**config.mk**
```make
export PLATFORM = sky130hd
export DESIGN_NAME = uart_tx_arbiter
export DESIGN_NICKNAME = d
export VERILOG_FILES = /design/src/rtl/uart_tx_arbiter.sv
export SDC_FILE = /design/constraint.sdc
export NUM_CORES = 1
export LEC_CHECK = 0
export ABC_AREA = 1
export BUFFER_PORTS_ARGS = -buffer_cell sky130_fd_sc_hd__clkbuf_2
export CAP_MARGIN = 20
export CORE_UTILIZATION = 46
export CTS_CLUSTER_DIAMETER = 50
export CTS_CLUSTER_SIZE = 16
export DETAILED_ROUTE_END_ITERATION = 8
export PLACE_DENSITY = 0.77
export SLEW_MARGIN = 0
export SYNTH_ARGS = -nofsm -noshare
export SYNTH_HDL_FRONTEND = slang
export SYNTH_SLANG_ARGS = --single-unit
```
**constraint.sdc**
```tcl
create_clock -name clk -period 2.15 [get_ports clk]
set_input_delay 0.1075 -clock clk [delete_from_list [all_inputs] [get_ports clk]]
set_output_delay 0.1075 -clock clk [all_outputs]
set_load 0.02 [all_outputs]
```
**src/rtl/uart_tx_arbiter.sv**
```systemverilog
// ---------------------------------------------------------------------------
// uart_tx_arbiter
//
// Shares one byte-wide UART transmitter among NUM_REQ requesters. Requesters
// are granted round-robin, one byte per grant, and the transmitter is
// sequenced over a start/busy handshake.
//
// Optional feature (compile-time macro UART_ARB_SRC_HDR_EN):
//   When defined, every grant first sends a header byte {5'b10100, grant_id}
//   (grant_id zero-padded to 3 bits), then the captured data byte.
//   When undefined, exactly one byte is sent per grant.
//
// Ports:
//   clk        in   system clock, all logic on posedge
//   rst_n      in   asynchronous active-low reset
//   req_valid  in   [NUM_REQ-1:0]   per-requester byte valid
//   req_data   in   [8*NUM_REQ-1:0] requester i byte on [8*i+7:8*i]
//   req_ready  out  [NUM_REQ-1:0]   one-hot accept pulse, byte captured that cycle
//   tx_data    out  [7:0]           byte to transmitter, stable for the frame
//   tx_start   out  1-cycle launch pulse to transmitter
//   tx_busy    in   transmitter busy, high for the whole frame
//   grant_id   out  [ID_W-1:0]      index of requester currently served
//   arb_busy   out  high in every state except IDLE
// ---------------------------------------------------------------------------
module uart_tx_arbiter #(
  parameter int NUM_REQ = 4,
  parameter int ID_W    = $clog2(NUM_REQ)
) (
  input  logic                 clk,
  input  logic                 rst_n,
  input  logic [NUM_REQ-1:0]   req_valid,
  input  logic [8*NUM_REQ-1:0] req_data,
  output logic [NUM_REQ-1:0]   req_ready,
  output logic [7:0]           tx_data,
  output logic                 tx_start,
  input  logic                 tx_busy,
  output logic [ID_W-1:0]      grant_id,
  output logic                 arb_busy
);

  localparam logic [2:0] IDLE    = 3'd0;
  localparam logic [2:0] GRANT   = 3'd1;
`ifdef UART_ARB_SRC_HDR_EN
  localparam logic [2:0] HDR     = 3'd2;
`endif
  localparam logic [2:0] LAUNCH  = 3'd3;
  localparam logic [2:0] WAIT_HI = 3'd4;
  localparam logic [2:0] WAIT_LO = 3'd5;

  logic [2:0]      state;
  logic [ID_W-1:0] rr_ptr;

  logic            found;
  logic [ID_W-1:0] win_idx;
  logic [ID_W:0]   scan_sum;
  logic [ID_W-1:0] scan_idx;
  logic [ID_W-1:0] rr_next;
  logic [7:0]      win_byte;

`ifdef UART_ARB_SRC_HDR_EN
  logic [7:0]      data_q;
  logic            hdr_pend;
  logic [7:0]      hdr_byte;

  assign hdr_byte = {5'b10100, 3'(grant_id)};
`endif

  // Round-robin scan: first valid index at or after rr_ptr, wrapping modulo
  // NUM_REQ (NUM_REQ need not be a power of two, hence the explicit wrap).
  always_comb begin
    found    = 1'b0;
    win_idx  = '0;
    scan_sum = '0;
    scan_idx = '0;
    for (int k = 0; k < NUM_REQ; k++) begin
      scan_sum = {1'b0, rr_ptr} + (ID_W+1)'(k);
      if (scan_sum >= (ID_W+1)'(NUM_REQ)) begin
        scan_sum = scan_sum - (ID_W+1)'(NUM_REQ);
      end
      scan_idx = scan_sum[ID_W-1:0];
      if (!found && req_valid[scan_idx]) begin
        found   = 1'b1;
        win_idx = scan_idx;
      end
    end
  end

  assign rr_next  = (win_idx == ID_W'(NUM_REQ-1)) ? '0 : win_idx + ID_W'(1);
  assign win_byte = req_data[{win_idx, 3'b000} +: 8];

  // req_ready and tx_start are decoded from state so each is exactly one
  // cycle wide: GRANT and the launching LAUNCH cycle both always exit.
  assign req_ready = (state == GRANT && found) ? (NUM_REQ'(1) << win_idx) : '0;
  assign tx_start  = (state == LAUNCH) && !tx_busy;
  assign arb_busy  = (state != IDLE);

  always_ff @(posedge clk or negedge rst_n) begin
    if (!rst_n) begin
      state    <= IDLE;
      rr_ptr   <= '0;
      grant_id <= '0;
      tx_data  <= 8'h00;
`ifdef UART_ARB_SRC_HDR_EN
      data_q   <= 8'h00;
      hdr_pend <= 1'b0;
`endif
    end else begin
      case (state)
        IDLE: begin
          if (|req_valid) state <= GRANT;
        end
        GRANT: begin
          // All requesters may have withdrawn since IDLE; go back quietly.
          if (found) begin
            grant_id <= win_idx;
            rr_ptr   <= rr_next;
`ifdef UART_ARB_SRC_HDR_EN
            data_q   <= win_byte;
            state    <= HDR;
`else
            tx_data  <= win_byte;
            state    <= LAUNCH;
`endif
          end else begin
            state <= IDLE;
          end
        end
`ifdef UART_ARB_SRC_HDR_EN
        HDR: begin
          tx_data  <= hdr_byte;
          hdr_pend <= 1'b1;
          state    <= LAUNCH;
        end
`endif
        LAUNCH: begin
          if (!tx_busy) state <= WAIT_HI;
        end
        WAIT_HI: begin
          if (tx_busy) state <= WAIT_LO;
        end
        WAIT_LO: begin
          if (!tx_busy) begin
`ifdef UART_ARB_SRC_HDR_EN
            // Header frame finished: send the captured data byte next.
            if (hdr_pend) begin
              tx_data  <= data_q;
              hdr_pend <= 1'b0;
              state    <= LAUNCH;
            end else begin
              state <= IDLE;
            end
`else
            state <= IDLE;
`endif
          end
        end
        default: state <= IDLE;
      endcase
    end
  end

endmodule

```
Word level (Yosys, flattened, before mapping)

Cells that the tools add are included.

Output and inout bits: 16
Latch bits: 0
Memories kept: 0
Input bits: 39
Register bits after elaboration: 15
ROM bits: 0
Word-level logic and storage cells: 73
RAM bits: 0

Multiply operators: 0
Bitwise operators: 0
Muxes and demuxes: 28
Magnitude comparators: 8
Add/subtract/negate cells: 8
Shift operators: 2
Eq/ne operators: 9
Reductions and logical operators: 14
Div/mod/pow operators: 0

Operators by type and width:

| operator              | number |
|---|---|
| $shiftx A32 B6 Y8     | 1 |
| $mux W2               | 10 |
| $pmux W3 S5           | 1 |
| $lt A2 B3 Y1 const B  | 4 |
| $mux W3               | 4 |
| $ge A3 B3 Y1 const B  | 3 |
| $bmux W1 S2           | 4 |
| $mux W1               | 8 |
| $ne A2 B2 Y1 const B  | 4 |
| $sub A2 B1 Y2 const B | 4 |
| $add A2 B2 Y3 const B | 2 |
| $eq A3 B3 Y1 const B  | 2 |
| $logic_and A1 B1 Y1   | 5 |
| $logic_not A1 Y1      | 4 |
| $mux W4               | 1 |
| $reduce_and A4 Y1     | 1 |
| $reduce_or A4 Y1      | 1 |
| $shl A1 B2 Y4 const A | 1 |
| $add A2 B1 Y3 const B | 1 |
| $eq A3 B1 Y1 const B  | 1 |
| $eq A3 B2 Y1 const B  | 1 |
| $ge A2 B3 Y1 const B  | 1 |
| $logic_not A3 Y1      | 1 |
| $reduce_bool A3 Y1    | 1 |
| 3 further kinds       | 3 |

Depth between registers and ports, before layout

Gate-level depths: netlist (run 1).

Depth after elaboration: 16
Gate-level depth with buffers: 15
Gate-level depth less buffers: 15

Least setup slack after synthesis (run 1)

Ideal clock, no wire load.

Path type: register to output
Start point: reg rr_ptr[0]
End point: out req_ready[2]
Required time: 2.043 ns
Arrival: 1.759 ns
Setup slack: 0.283 ns
Path buffers: 0
Stages on the path, launching flop included: 13
Cells stage by stage: dfrtp_1 -> inv_2 -> nand2_1 -> nand3_2 -> nand2_1 -> nor2_2 -> nand3_1 -> nand3_2 -> nand2_4 -> inv_2 -> ha_1 -> inv_1 -> nor2_1

Longest elaborated chain between the ends: 16
Elaborated cells between the ends (all ways): 40
Those cells by class: add/sub: 7; order compare: 4; shift: 1; mux: 21; reduce/logical: 7

RTL lines:

| what                                                                   | RTL line | RTL |
|---|---|---|
| start, declared                                                        | 51       | `logic [ID_W-1:0] rr_ptr;` |
| start signal, assigned                                                 | 116      | `rr_ptr <= rr_next;` |
| parallel branches: the longest is 13 deep, another holds $add A2 B1 Y3 | n/a      |  |
| $mux W2 *                                                              | 81       | `if (!found && req_valid[scan_idx]) begin` |
| net win_idx[1]                                                         | 54       | `logic [ID_W-1:0] win_idx;` |
| $shl A1 B2 Y4 *                                                        | 93       | `assign req_ready = (state == GRANT && found) ? (NUM_REQ'(1) << win_idx) : '0;` |
| $mux W4 *                                                              | 93       |  |
| end, declared                                                          | 33       | `output logic [NUM_REQ-1:0] req_ready,` |

Mark *: on every way through the listed nets, which the timed path passes. The select of a mux whose other input is x is not followed.

Worst setup path in the final report (run 1)

Start point: reg rr_ptr[0]
End point: out req_ready[1]

Same word-level chain as after synthesis.

==> results.json, run 1 <==
{
  "path_clk_slew_ps": 90,
  "synth.most_common_cell": "nand2_1",
  "cpMaxStageDelayCell": "dfrtp_2",
  "syn_to_final_growth_pct": 42.61,
  "seqPwrFrac": 0.137,
  "r2r_cells": 17,
  "dieArea_sq_um": 3316,
  "worstPathRequired_ps": 2040,
  "cpPeakStageDelay_ps": 470,
  "die_x_microns": 57.59,
  "worst_hold_path_type": "in2reg",
  "ant_nets": 0,
  "drt_iter0_markers": 90,
  "finalCritPeriodShare": 1.052,
  "fin_crit_ps": 2261,
  "synth_common_cells": "nand2_1, inv_1, dfrtp_1, nand2_2, nand4_1",
  "synth_nets": 270,
  "rsz0062_at_grt": "true",
  "vias": 1708,
  "powerDensity_nw_per_um2": 1977,
  "core_sq_um": 2853,
  "ir_drop_v": 0.0009800,
  "cts.sinks": 15,
  "max_freq_mhz": 442.3,
  "fin_setup_tns_ps": -279.1,
  "ys_seq_area_frac": 0.2641,
  "timing.final.ws_setup_ps": -111.1,
  "status": "complete, but fails checks",
  "crit_arrival_ps": 2150,
  "maxSlewHeadroom": 0.6217,
  "cp-end-kind": "output pin",
  "preCtsSetupSlack_ps": 151.2,
  "critical_path.startpoint": "rr_ptr[0]",
  "grt_pass1_wl_mm": 6.513,
  "wire_per_inst_microns": 12.36,
  "synth.avg_cell_area_sq_um": 6.262,
  "finalSetupViolCount": 4,
  "via_per_inst": 5.191,
  "comb_power_share": 0.824,
  "power_leakage_nw": 1.197,
  "synth_edf_count": 0,
  "synth.top_cell.area_share": 0.2641,
  "wirelength_mm": 4.065,
  "start_util": 0.4982,
  "cts_buffers": 3,
  "yosys_warnings": 0,
  "p_sw_frac": 0.5552,
  "intPower_mw": 1.783,
  "worst-setup-path-type": "reg2out",
  "syn_inst": 227,
  "grt_max_degree": 17,
  "reg2reg_from": "rr_ptr[0]",
  "synthArstFlopShare": 1.000,
  "pwr-share-clk": 0.039,
  "synth_cell_types": 22,
  "clock_latency_ps": 280,
  "drt_pass1_iterations": 6,
  "hold_viol": 0,
  "port_buffers": 54,
  "switching_power_mw": 2.225,
  "dp_hpwl_mm": 2.779,
  "cts-htree-levels": 1,
  "antenna_found_initial": 0,
  "cp_max_fo": 5,
  "crit_chain": "clkinvlp_4 > nand2_1 > nand2_2 > nand2_2 > nand2_2 > nand2_4 > nand2_4 > nand2_4 > nand3_4 > inv_4 > ha_2 > inv_1 > nor2_1 > buf_4",
  "cts_tree": "yes",
  "clockRootBuffer": "clkbuf_4",
  "startpoint_type": "register",
  "violations": "design-rule violations, negative setup slack",
  "syn_area_sq_um": 1421,
  "ys_seq_elements": 15,
  "fp-row-count": 19,
  "drv_cap": 0,
  "r2r_slack_ps": 0,
  "diodes": 0,
  "yosys.area.top_type": "dfrtp_1",
  "finClkSkew_ps": 4.497,
  "r2r-end": "tx_data[0]",
  "synth_area_leaders": "dfrtp_1, nand2_1, inv_1, nand2_2, nand4_1",
  "drive_gt1_frac": 0.4597,
  "final_net_count": 342,
  "drc": 3,
  "cts.path.max_buffers": 2,
  "first_global_vias": 1563,
  "dieHeight_microns": 57.59,
  "endpoint": "req_ready[1]",
  "worstMarginPinSlew_ps": 566.9,
  "gp_congestion": 0.8556,
  "ys.flop_type": "dfrtp_1",
  "slew_violations": 0,
  "io_pins": 55,
  "gr-total-overflow": 0,
  "grt_util_all_layers": 0.2535
}
==> critical path: cells and delay by family, from the launching register on <==
family	cells	cell delay, ps
flip-flops	1	470
AND/OR/NAND/NOR	9	770
adder cells (fa/ha/maj)	1	160
buffers and inverters	4	480
==> logic make-up after synthesis <==
logic type | synth area share
compound gates | 0.02817
buf+inv | 0.1206
simple gates | 0.5519
flops | 0.2641
fa+ha+maj | 0.03521
==> layout by cell type, fill, tap and decap left out, types with 3 or more instances in the layout <==
master,count
nand2_1,77
clkbuf_2,50
nand2_2,26
inv_1,25
buf_4,20
nand4_1,15
dfrtp_1,13
nor2_1,11
nand3_1,10
nand2_4,9
inv_2,5
nand3_2,5
o21ai_0,4
ha_4,3
clkbuf_4,3
==> flip-flops by register name, summed over array words and instances, names as in the netlist <==
register and flops:
state 3, rr_ptr 2, tx_data 8, grant_id 2
==> stage by stage <==
step | util | total power [mW] | std cells | area [sq um] | hold slack [ps]
2_1_floorplan | - | 2.454 | 227 | 1421 | -188.1
3_3_place_gp | 0.6083 | 3.023 | 312 | 1735 | 37.68
3_5_place_dp | 0.6083 | 3.049 | 312 | 1735 | 30.17
4_1_cts | 0.6741 | 3.666 | 326 | 1923 | 73.66
5_1_grt | 0.7105 | 4.387 | 329 | 2027 | 84.81
6_report | 0.7105 | 4.008 | 329 | 2027 | 85.53
==> power by group through the flow <==
stage | clock network, mW | registers, mW | logic, mW
2_1_floorplan | 0 | 0.626 | 1.83
3_3_place_gp | 0 | 0.530 | 2.49
3_5_place_dp | 0 | 0.530 | 2.52
4_1_cts | 0.160 | 0.533 | 2.97
5_1_grt | 0.173 | 0.566 | 3.65
6_report | 0.156 | 0.549 | 3.30
==> worst min-delay path by stage <==
stage,from,depth (start not counted),endpoint
3_3_place_gp,rst_n,1,state[0]
3_5_place_dp,rst_n,1,grant_id[0]
6_report,tx_busy,2,state[2]
2_1_floorplan,rst_n,0,grant_id[0]
4_1_cts,tx_busy,2,state[2]
5_1_grt,tx_busy,2,state[2]
==> what timing repair did <==
action,CTS,global route
gates cloned,0,1
endpoints found under the setup margin,4,11
hold endpoints to repair,15,0
hold buffers,1,0
gates resized for setup,26,29
setup buffers,9,3
pin swaps,13,14
==> area by class of cell <==
cell class,count,area (sq um)
Clock buffer,3,22.52
Clock inverter,1,5.005
Fill cell,249,825.8
Inverter,33,133.9
Multi-Input combinational cell,172,1005
Sequential cell,15,377.9
Tap cell,31,38.79
Timing Repair Buffer,73,436.7
Timing Repair inverter,1,7.507
==> per-layer routing <==
metal	track usage	wire, microns	up-vias
li1	-	-	848
met1	0.3205	1694	787
met2	0.4336	2070	63
met3	0.05442	226	10
met4	0.07317	73	0
met5	0	0	-
Power figures use the tool's default switching activity.
==> run 2, diff against run 1 <==
==> constraint.sdc (replaced) <==
create_clock -name clk -period 2.15 [get_ports clk]
set_input_delay 0.43 -clock clk [delete_from_list [all_inputs] [get_ports clk]]
set_output_delay 0.43 -clock clk [all_outputs]
set_load 0.02 [all_outputs]
==> results.json, run 2 (synthesis gave the netlist of run 1 again) <==
{
  "final_cells": 340,
  "drv_cap": 0,
  "crit_arrival_ps": 2160,
  "grt_pass1_wl_mm": 6.644,
  "comb_power_share": 0.829,
  "drive_gt1_frac": 0.4628,
  "port_buffers": 54,
  "top_register": "tx_data",
  "dieArea_sq_um": 3316,
  "seqPwrFrac": 0.131,
  "rsz0062_at_grt": "true",
  "final_net_count": 353,
  "seqCellArea_sq_um": 376.6,
  "timing.final.ws_setup_ps": -436.5,
  "syn_to_final_growth_pct": 49.38,
  "layout_common_cells": "nand2_1, clkbuf_2, buf_4, inv_1, nand2_2",
  "cpMaxStageDelayCell": "dfrtp_2",
  "preCtsSetupSlack_ps": -115.3,
  "start_util": 0.4982,
  "cts.path.max_buffers": 2,
  "vias": 1722,
  "diodes": 0,
  "whs_ps": 33.57,
  "finalInstanceArea_sq_um": 2123,
  "fin_crit_ps": 2587,
  "wire_per_inst_microns": 11.72,
  "startpoint_type": "register",
  "cpPeakStageDelay_ps": 490,
  "ant_nets": 0,
  "hold_viol": 0,
  "final_common_cell": "nand2_1",
  "fp-row-count": 19,
  "pwr-share-clk": 0.039,
  "worst-path-buf-inv": 4,
  "path_clk_slew_ps": 90,
  "cpMostUsedCell": "nand2_2",
  "wirelength_mm": 3.986,
  "status": "complete, but fails checks",
  "via_per_inst": 5.065,
  "clock_latency_ps": 290,
  "ir_drop_v": 0.001008,
  "worstPathRequired_ps": 1720,
  "clockRootBuffer": "clkbuf_4",
  "grt_max_degree": 16,
  "crit_chain": "clkinvlp_4 > nand2_2 > nand2_4 > nand2_2 > nand2_2 > nor2_4 > nand4_1 > nand2_4 > inv_4 > ha_4 > inv_2 > nor2_4 > buf_8",
  "worstMarginPinSlew_ps": 404.6,
  "worst-setup-path-type": "reg2out",
  "reg2reg_from": "rr_ptr[0]",
  "drc": 1,
  "io_pins": 55,
  "grt_util_all_layers": 0.2574,
  "die_x_microns": 57.59,
  "largest_reg_flops": 8,
  "cts_tree": "yes",
  "cp-end-kind": "output pin",
  "power.total_mw": 4.158,
  "cts_buffers": 3,
  "power_leakage_nw": 1.245,
  "slew_violations": 0,
  "cp_max_fo": 6,
  "core_sq_um": 2853,
  "gp_congestion": 0.8350,
  "cts.sinks": 15,
  "path_delay_family": "simple AND/OR/NAND/NOR gates",
  "finClkSkew_ps": 1.929,
  "drt_iter0_markers": 66,
  "antenna_found_initial": 0,
  "critical_path.startpoint": "rr_ptr[0]",
  "cts-htree-levels": 1,
  "dieHeight_microns": 57.59,
  "worst_hold_path_type": "in2async",
  "gr-total-overflow": 0,
  "drt_pass1_iterations": 6,
  "finalCritPeriodShare": 1.203,
  "dp_hpwl_mm": 2.785,
  "intPower_mw": 1.924,
  "multi_input_area_sq_um": 997.2,
  "place_area_sq_um": 1871,
  "top_regs": "tx_data (8), state (3)",
  "p_sw_frac": 0.5373,
  "powerDensity_nw_per_um2": 1958,
  "dpl.cell_count": 329,
  "violations": "design-rule violations, negative setup slack",
  "max_freq_mhz": 386.6,
  "maxSlewHeadroom": 0.7300,
  "cts_hold_buf": 0,
  "first_global_vias": 1620,
  "finalSetupViolCount": 4,
  "switching_power_mw": 2.234,
  "fill_cells": 235
}
==> run 2: cell types whose count changed in the layout (fill, tap and decap cells not counted), sizes merged <==
cell | before | now
dlygate4sd3 | 1 | 0
clkbuf | 53 | 55
buf | 22 | 33
clkinv | 1 | 0
==> run 2: routing by layer <==
layer	global-route usage	share of wire
met3	0.05215	0.054
met2	0.4701	0.51
met5	0	0
met4	0.06620	0.0095
met1	0.3047	0.42
==> run 2: timing repair <==
item                                    4_1_cts  5_1_grt
gates cloned                                  1        0
setup buffers                                 8        2
gates resized for setup                      27       24
endpoints found under the setup margin        4       10
pin swaps                                     9       12
==> run 2: worst register-to-register path, stage by stage (launching register included) <==
cell and delay [ps]:
dfrtp_2 490, clkinvlp_4 170, nand2_2 110, nand2_4 60
nand2_2 70, nand2_2 60, nor2_4 110, nand4_1 170
nand2_4 170, inv_4 70, buf_4 160, buf_6 120
nor2_4 100, nand2_1 50, nand3_1 60
==> run 2: area by class of cell <==
class	instances	area share
inverters	33	0.06187
multi-input cells	172	0.4697
flip-flops and latches	15	0.1774
repair inverters	1	0.003536
well taps	31	0.01827
clock buffers	4	0.01237
repair buffers	84	0.2569
==> run 2: path summary, 6_finish.rpt <==
check,cells after the start,slack [ps],endpoint
hold reg to reg,2,490,tx_data[3]
max in group asynchronous,1,1830,rr_ptr[0]
hold / removal,1,30,tx_data[4]
min in group clk,2,400,state[2]
setup reg to reg,14,120,tx_data[5]
setup / recovery,13,-440,req_ready[2]
==> run 2: power by group through the flow <==
stage / combinational [mW] / clock, mW / sequential, mW
2_1_floorplan: 1.85 / 0 / 0.626
3_3_place_gp: 2.77 / 0 / 0.528
3_5_place_dp: 2.81 / 0 / 0.529
4_1_cts: 3.22 / 0.165 / 0.538
5_1_grt: 3.81 / 0.183 / 0.566
6_report: 3.45 / 0.164 / 0.546
==> run 2: metrics by stage <==
| stage | TNS [ps] | util |
|---|---|---|
| 2_1_floorplan | 0 | - |
| 3_3_place_gp | -161.7 | 0.6557 |
| 3_5_place_dp | -312.7 | 0.6557 |
| 4_1_cts | -1380 | 0.7215 |
| 5_1_grt | -1991 | 0.7443 |
| 6_report | -1640 | 0.7443 |
==> run 3, diff against run 2 <==
--- a/config.mk
+++ b/config.mk
@@ -6,13 +6,14 @@
 export NUM_CORES = 1
 export LEC_CHECK = 0
 export ABC_AREA = 1
-export BUFFER_PORTS_ARGS = -buffer_cell sky130_fd_sc_hd__clkbuf_2
 export CAP_MARGIN = 20
 export CORE_UTILIZATION = 46
+export CTS_BUF_LIST = sky130_fd_sc_hd__clkbuf_16
 export CTS_CLUSTER_DIAMETER = 50
 export CTS_CLUSTER_SIZE = 16
 export DETAILED_ROUTE_END_ITERATION = 8
-export PLACE_DENSITY = 0.77
+export DONT_BUFFER_PORTS = 1
+export PLACE_DENSITY = 0.62
 export SLEW_MARGIN = 0
 export SYNTH_ARGS = -nofsm -noshare
 export SYNTH_HDL_FRONTEND = slang
==> results.json, run 3 (synthesis gave the netlist of run 1 again) <==
{
  "cpMaxStageDelayCell": "dfrtp_2",
  "top_register": "tx_data",
  "maxSlewHeadroom": 0.5589,
  "cts.sinks": 15,
  "grt_util_all_layers": 0.2444,
  "final_common_cell": "nand2_1",
  "whs_ps": 294.5,
  "cp_max_fo": 7,
  "port_buffers": 0,
  "wire_per_inst_microns": 13.50,
  "status": "complete, but fails checks",
  "largest_reg_flops": 8,
  "finClkSkew_ps": 3.501,
  "via_per_inst": 5.253,
  "fin_setup_tns_ps": -1800,
  "crit_arrival_ps": 2020,
  "drt_iter0_markers": 66,
  "vias": 1518,
  "antenna_found_initial": 0,
  "hold_viol": 0,
  "finalSetupViolCount": 11,
  "worst-path-buf-inv": 4,
  "clockRootBuffer": "clkbuf_16",
  "rsz0062_at_grt": "true",
  "fp-row-count": 19,
  "utilization": 0.6825,
  "slew_violations": 0,
  "drive_gt1_frac": 0.3760,
  "path_clk_slew_ps": 50,
  "drv_cap": 0,
  "cts_tree": "yes",
  "startpoint_type": "register",
  "critical_path.startpoint": "rr_ptr[0]",
  "dp_hpwl_mm": 2.765,
  "finalCritPeriodShare": 1.139,
  "wirelength_mm": 3.901,
  "cpPeakStageDelay_ps": 470,
  "crit_chain": "buf_6 > nand2_2 > nand2_2 > nand2_2 > nand2_4 > nor2_4 > nand3_2 > nand3_2 > nand2_4 > inv_6 > ha_4 > inv_2 > nor2_2 > buf_6",
  "cts_buffers": 3,
  "core_sq_um": 2853,
  "max_freq_mhz": 408.3,
  "worstMarginPinSlew_ps": 659.5,
  "grt_pass1_wl_mm": 6.237,
  "cts.path.max_buffers": 2,
  "layout_common_cells": "nand2_1, inv_1, buf_4, nand2_2, nand4_1",
  "gp_congestion": 0.8603,
  "dieHeight_microns": 57.59,
  "cp-end-kind": "output pin",
  "cpMostUsedCell": "nand2_2",
  "reg2reg_from": "rr_ptr[0]",
  "hold_start": "tx_busy",
  "syn_to_final_growth_pct": 36.97,
  "clock_latency_ps": 240,
  "die_x_microns": 57.59,
  "final_net_count": 302,
  "gr-total-overflow": 0,
  "path_delay_family": "simple AND/OR/NAND/NOR gates",
  "top_regs": "tx_data (8), state (3)",
  "diodes": 0,
  "first_global_vias": 1434,
  "violations": "design-rule violations, negative setup slack",
  "finalInstanceArea_sq_um": 1947,
  "worst_hold_path_type": "in2reg",
  "ant_nets": 0,
  "dieArea_sq_um": 3316,
  "timing.final.ws_setup_ps": -299.5,
  "io_pins": 55,
  "cts-htree-levels": 1,
  "worstPathRequired_ps": 1720,
  "start_util": 0.4982,
  "worst-setup-path-type": "reg2out",
  "grt_max_degree": 16,
  "place_area_sq_um": 1570,
  "drc": 3,
  "fin_crit_ps": 2449,
  "drt_pass1_iterations": 6
}
-- run 3: cell count changes in the layout (fill, tap and decap cells not counted), moves of 3 or more --
| cell | change |
|---|---|
| clkbuf_2 | -50 |
| nand2_1 | -6 |
| clkbuf_16 | +3 |
| clkbuf_4 | -3 |
| inv_1 | +3 |
| nand2_2 | +3 |
| nand2_4 | +3 |
| nor2_2 | +3 |
| nor2_4 | -3 |
-- run 3: timing repair --
item	4_1_cts	5_1_grt
gates cloned	1	0
pin swaps	14	12
setup endpoints to repair	4	4
buffers inserted	7	5
endpoints found under the hold margin	15	0
hold buffers	1	0
gates resized for setup	27	24
-- run 3: cell type report --
| cell class | instances | area (sq um) |
|---|---|---|
| multi-input cells | 172 | 1025 |
| fillers | 234 | 905.9 |
| flip-flops and latches | 15 | 377.9 |
| repair buffers | 33 | 285.3 |
| inverters | 33 | 133.9 |
| clock buffers | 3 | 75.07 |
| well taps | 31 | 38.79 |
| repair inverters | 1 | 7.507 |
| clock inverters | 1 | 3.754 |
-- run 3: path summary, 6_finish.rpt --
path | slack [ps] | cells past startpoint | to
setup reg to reg | -110 | 17 | tx_data[3]
hold reg to reg | 570 | 3 | state[0]
min in group asynchronous | 660 | 1 | state[2]
max in group asynchronous | 1030 | 1 | rr_ptr[1]
hold / removal | 290 | 1 | state[2]
setup / recovery | -300 | 14 | req_ready[2]
-- run 3: worst register-to-register path, delay by kind of cell, from the launching register on --
family | cells | cell delay, ps
simple gates | 11 | 950
buf+inv | 6 | 730
flops | 1 | 470
-- run 3: metrics by stage --
stage,worst slack (ps),std cells
6_report,-299.5,289
4_1_cts,-269.3,284
5_1_grt,-413.9,289
3_5_place_dp,-108.6,271
3_3_place_gp,-59.03,271
2_1_floorplan,10.39,227
-- run 3: metal layers --
layer	vias up	routed length, microns	share of wire	GRT usage
met5	-	0	0	0
met4	0	91	0.023	0.06620
met3	10	195	0.050	0.06122
met2	50	2080	0.53	0.4302
met1	687	1534	0.39	0.2946
li1	771	-	-	-
Power of run 3 is left out: the tool's default activity adds up to more than one toggle a clock period on the data nets, which glitch-free logic cannot reach.
